==> config.mk <==
export PLATFORM = sky130hd
export DESIGN_NAME = apb_ucpd_bmc_tx
export DESIGN_NICKNAME = d
export VERILOG_FILES = /design/src/rtl/apb_ucpd_bmc_tx.sv
export SDC_FILE = /design/constraint.sdc
export NUM_CORES = 1
export LEC_CHECK = 0
export ABC_AREA = 1
export CAP_MARGIN = 10
export CORE_AREA = 5 5 70 72
export CTS_BUF_LIST = sky130_fd_sc_hd__clkbuf_8
export DETAILED_ROUTE_END_ITERATION = 10
export DIE_AREA = 0 0 75 77
export PLACE_DENSITY = 0.68
export SLEW_MARGIN = 20
export SYNTH_ARGS = -nofsm -noshare
export SYNTH_HDL_FRONTEND = slang
export SYNTH_SLANG_ARGS = --single-unit
export TNS_END_PERCENT = 100
==> constraint.sdc <==
create_clock -name ic_clk -period 2.2 [get_ports ic_clk]
set_input_delay 0.33 -clock ic_clk [delete_from_list [all_inputs] [get_ports ic_clk]]
set_output_delay 0.33 -clock ic_clk [all_outputs]
set_load 0.02 [all_outputs]
==> src/rtl/apb_ucpd_bmc_tx.sv <==
// USB-PD BMC transmitter: preamble, 4b5b symbol serialisation from a one-entry buffer,
// and the end-of-frame hold sequence. All line activity is paced by the half-bit strobe.
module apb_ucpd_bmc_tx #(
  parameter int unsigned PREAMBLE_BITS = 64
) (
  input  logic       ic_clk,
  input  logic       ic_rst,
  input  logic       hbit_clk_red,
  input  logic       tx_start,
  input  logic       tx_abort,
  input  logic [4:0] sym_data,
  input  logic       sym_last,
  input  logic       sym_valid,
  output logic       sym_ready,
  output logic       ic_cc_out,
  output logic       cc_oen,
  output logic       bmc_en,
  output logic       tx_eop_cmplt,
  output logic       tx_underrun
);

  localparam int unsigned CntW = (PREAMBLE_BITS > 1) ? $clog2(PREAMBLE_BITS) : 1;

  typedef enum logic [1:0] {StIdle, StPreamble, StData, StHold} state_e;

  state_e            state_q, state_d;
  logic              h_q, h_d;
  logic [CntW-1:0]   cnt_q, cnt_d;
  logic [2:0]        bit_idx_q, bit_idx_d;
  logic [4:0]        shift_q, shift_d;
  logic              shift_last_q, shift_last_d;
  logic [4:0]        buf_data_q, buf_data_d;
  logic              buf_last_q, buf_last_d;
  logic              buf_full_q, buf_full_d;
  logic [1:0]        hold_q, hold_d;
  logic              uflow_q, uflow_d;
  logic              cc_q, cc_d;
  logic              oen_q, oen_d;
  logic              eop_q, eop_d;
  logic              und_q, und_d;
  logic              handshake;
  logic              load_slot;

  assign sym_ready    = ((state_q == StPreamble) || (state_q == StData)) && !buf_full_q;
  assign ic_cc_out    = cc_q;
  assign cc_oen       = oen_q;
  assign bmc_en       = oen_q;
  assign tx_eop_cmplt = eop_q;
  assign tx_underrun  = und_q;

  always_comb begin
    state_d      = state_q;
    h_d          = h_q;
    cnt_d        = cnt_q;
    bit_idx_d    = bit_idx_q;
    shift_d      = shift_q;
    shift_last_d = shift_last_q;
    buf_data_d   = buf_data_q;
    buf_last_d   = buf_last_q;
    buf_full_d   = buf_full_q;
    hold_d       = hold_q;
    uflow_d      = uflow_q;
    cc_d         = cc_q;
    oen_d        = oen_q;
    eop_d        = 1'b0;
    und_d        = 1'b0;
    handshake    = sym_valid && sym_ready;
    load_slot    = !h_q && (bit_idx_q == 3'd0);

    // A handshake only happens with the buffer empty, a load only with it full.
    if (handshake) begin
      buf_full_d = 1'b1;
      buf_data_d = sym_data;
      buf_last_d = sym_last;
    end

    if (state_q == StIdle) begin
      if (tx_start) begin
        state_d   = StPreamble;
        cnt_d     = '0;
        bit_idx_d = 3'd0;
        h_d       = 1'b0;
        hold_d    = 2'd0;
        uflow_d   = 1'b0;
        cc_d      = 1'b0;
        oen_d     = 1'b1;
      end
    end else if (tx_abort) begin
      state_d    = StIdle;
      buf_full_d = 1'b0;
      h_d        = 1'b0;
      cc_d       = 1'b0;
      oen_d      = 1'b0;
    end else if (hbit_clk_red) begin
      h_d = ~h_q;
      case (state_q)
        StPreamble: begin
          if (!h_q || cnt_q[0]) cc_d = ~cc_q;
          if (h_q) begin
            if (cnt_q == CntW'(PREAMBLE_BITS - 1)) begin
              state_d   = StData;
              bit_idx_d = 3'd0;
            end else begin
              cnt_d = cnt_q + CntW'(1);
            end
          end
        end
        StData: begin
          if (load_slot && !buf_full_q) begin
            und_d   = 1'b1;
            uflow_d = 1'b1;
            state_d = StHold;
            hold_d  = 2'd0;
          end else begin
            if (load_slot) begin
              shift_d      = buf_data_q;
              shift_last_d = buf_last_q;
              buf_full_d   = 1'b0;
            end
            // First half always toggles; second half toggles for a one.
            if (!h_q || shift_q[0]) cc_d = ~cc_q;
            if (h_q) begin
              shift_d = shift_q >> 1;
              if (bit_idx_q == 3'd4) begin
                bit_idx_d = 3'd0;
                if (shift_last_q) begin
                  state_d = StHold;
                  hold_d  = 2'd0;
                end
              end else begin
                bit_idx_d = bit_idx_q + 3'd1;
              end
            end
          end
        end
        StHold: begin
          hold_d = hold_q + 2'd1;
          case (hold_q)
            2'd0:    cc_d = ~cc_q;
            2'd1:    cc_d = 1'b0;
            default: begin
              oen_d   = 1'b0;
              eop_d   = ~uflow_q;
              state_d = StIdle;
            end
          endcase
        end
        default: ;
      endcase
    end
  end

  always_ff @(posedge ic_clk) begin
    if (ic_rst) begin
      state_q      <= StIdle;
      h_q          <= 1'b0;
      cnt_q        <= '0;
      bit_idx_q    <= 3'd0;
      shift_q      <= 5'd0;
      shift_last_q <= 1'b0;
      buf_data_q   <= 5'd0;
      buf_last_q   <= 1'b0;
      buf_full_q   <= 1'b0;
      hold_q       <= 2'd0;
      uflow_q      <= 1'b0;
      cc_q         <= 1'b0;
      oen_q        <= 1'b0;
      eop_q        <= 1'b0;
      und_q        <= 1'b0;
    end else begin
      state_q      <= state_d;
      h_q          <= h_d;
      cnt_q        <= cnt_d;
      bit_idx_q    <= bit_idx_d;
      shift_q      <= shift_d;
      shift_last_q <= shift_last_d;
      buf_data_q   <= buf_data_d;
      buf_last_q   <= buf_last_d;
      buf_full_q   <= buf_full_d;
      hold_q       <= hold_d;
      uflow_q      <= uflow_d;
      cc_q         <= cc_d;
      oen_q        <= oen_d;
      eop_q        <= eop_d;
      und_q        <= und_d;
    end
  end

endmodule
==> flow_summary.toml <==
[die]
rows = 24
die_x_um = 75
die_h_um = 77
core-area_mm2 = 0.00423
io_pins = 18
initial_core_util_pct = 43.4
die_area_mm2 = 0.00578

[cts]
root_buffer = "clkbuf_8"
cts_buffers = 5
cts_tree = "built"
path_clk_slew_ns = 0.06
h-tree-depth = 2
clock-sinks = 32
clock_path_buffers = 2
holdBufCountCts = 0
worstSkewPairLatency_ns = 0.28

[setup_path]
crit_arrival_ns = 2.11
crit_path_start_kind = "register"
cp_num_buf_inv = 3
required_ns = 2.37
path_max_fanout = 7
critPathSlowestCell = "dfxtp_1"
cp_common_cell = "nand2_1"
path_class = "reg -> reg"
path_cells = "inv_1 -> ha_1 -> inv_2 -> nand2_2 -> nor2_1 -> nand2_1 -> nor2_2 -> inv_2 -> nand2_4 -> nand2_1 -> nand2_1 -> nor2_1"
cp_top_family = "simple AND/OR/NAND/NOR gates"
endpoint_kind = "register"
slowest_delay_ns = 0.42

[yosys]
syn-num-nets = 297
synthSimpleGateAreaFrac_pct = 34.4
synth_xor_area_share_pct = 0.476
syn-instance-count = 274
synth_top_area_cell = "dfxtp_1"
synth-compound-area-share_pct = 13.4
synth.avg_cell_area_um2 = 6.71
synth_area_mm2 = 0.00184
ys_types = 28
synthAdderAreaFrac_pct = 7.48
synth_top_area_share_pct = 34.8
synth.area.top_cells = "dfxtp_1, nand2_1, nor2_1"
synth_top_family_by_area = "simple AND/OR/NAND/NOR gates"
synth_seq_cells = 32
synth_warnings = 0
synthMuxAreaShare_pct = 0
seq_area_frac_synth_pct = 34.8

[place]
gp_congestion = 0.882
place_hpwl_um = 3040
portBuffers = 17

[detailed_routing]
drt_wl_total_um = 4080
detail_route.drc_violations = 0
vias_per_cell = 4.95
ant_nets = 0
detail_route.wl_per_cell_um = 11.7
drt_iter0_drc = 90
drt_pass1_iterations = 4
vias = 1721

[flow_run]
drv_cap = 0

[cells_and_area]
fin_util_pct = 50.9
insertedDiodeCount = 0
synthToLayoutAreaGrowth_pct = 17.1
nNetsFinal = 318
final_common_cell = "nand2_1"
multi_input_area_mm2 = 0.00102
fill_cells = 443
drive_gt1_share_pct = 10.5
regArea_um2 = 641
layout_common_cells = "nand2_1, nor2_1, inv_1, dfxtp_1, a21oi_1"

[global_routing]
track_usage_pct = 15.0
grt_max_degree = 20
first_global_vias = 1550
antenna_found_initial = 0
overflow = 0
grt_pass1_wl_um = 6910

[timing]
skew_ns = 0.00739
finalCriticalPeriod_ns = 1.94
max_slew.worst_pin.slew_ns = 0.577
slew_violations = 0
fin_tns_setup_ns = 0
hold_violations = 0
fmax_mhz = 516
setup_viol = 0
slew_headroom_pct = 61.5
rsz0062_at_grt = "no"
period_share_pct = 88.1

[outcome]
status = "finished, final reports clean"

[power]
p_leak_nw = 0.951
power_density_mw_per_mm2 = 1200
ir_drop_uv = 971

[worst_hold_path]
hold_class = "reg -> reg"
==> routing by layer <==
layer,GRT usage (%),vias to the layer above,routed length (µm)
met3,3.14,7,190
li1,-,918,-
met1,20.9,760,2010
met2,23.2,36,1850
met5,0,-,0
met4,4.09,0,33
==> worst reg2reg max path: stages, from the launching register on <==
cell,delay [ns]
dfxtp_1,0.42
inv_1,0.09
ha_1,0.35
inv_2,0.19
nand2_2,0.10
nor2_1,0.12
nand2_1,0.08
nor2_2,0.16
inv_2,0.08
nand2_4,0.10
nand2_1,0.06
nand2_1,0.06
nor2_1,0.04
==> cells in the mapped netlist, drive strengths merged <==
| library cell | n |
|---|---|
| nand2 | 65 |
| nor2 | 44 |
| inv | 36 |
| dfxtp | 32 |
| a21oi | 24 |
| o21ai | 23 |
| nand3 | 18 |
| ha | 11 |
| nand4 | 6 |
| buf | 3 |
| clkbuf | 3 |
| nor4 | 3 |
| clkinv | 1 |
| nand3b | 1 |
| nor3 | 1 |
| o21bai | 1 |
| or2 | 1 |
| xnor2 | 1 |
==> through the flow <==
step	hold WS (ns)	worst slack [ns]	power, mW	area (µm²)	instances
floorplan	0.397	0.517	1.81	1840	274
global placement	0.414	0.290	2.12	2060	340
detailed placement	0.430	0.291	2.13	2060	340
CTS	0.441	0.0267	2.59	2150	348
global route	0.461	0.123	2.82	2150	348
finish	0.435	0.262	2.58	2150	348
==> where the power goes <==
| part | switching, mW | leakage, nW | internal [mW] |
|---|---|---|---|
| Clock | 0.209 | 0.0538 | 0.246 |
| Sequential | 0.0793 | 0.260 | 0.695 |
| Combinational | 0.878 | 0.637 | 0.477 |
==> sequential cells by signal (all words and copies together), names as in the netlist <==
register      count
uflow_q           1
tx_underrun       1
buf_full_q        1
tx_eop_cmplt      1
buf_data_q        5
hold_q            2
state_q           2
shift_last_q      1
h_q               1
bmc_en            1
bit_idx_q         3
ic_cc_out         1
shift_q           5
buf_last_q        1
cnt_q             6
==> path summary, 6_finish.rpt <==
path | start | to | slack [ns] | cells after the start
worst max-delay path | state_q[0] | cnt_q[2] | 0.26 | 12
worst max register to register | state_q[0] | cnt_q[2] | 0.26 | 12
worst min-delay path | uflow_q | tx_eop_cmplt | 0.43 | 1
worst min register to register | uflow_q | tx_eop_cmplt | 0.43 | 1
==> cell type report <==
cell class,count,area share (%)
Clock buffer,6,3.83
Clock inverter,2,0.348
Inverter,37,6.45
Multi-Input combinational cell,199,47.6
Sequential cell,32,29.7
Tap cell,52,3.02
Timing Repair Buffer,20,9.06
==> repair_timing <==
action,4_1_cts,5_1_grt
setup buffers,0,0
endpoints found under the setup margin,0,1
resized for setup,0,1
==> cell families after synthesis <==
family / count (synthesis)
adders and majority gates: 11
and+or+nand+nor: 139
buffers and inverters: 43
DFF: 32
AOI/OAI and AO/OA: 48
xor gates and xnor gates: 1
Power figures use the tool's default switching activity.
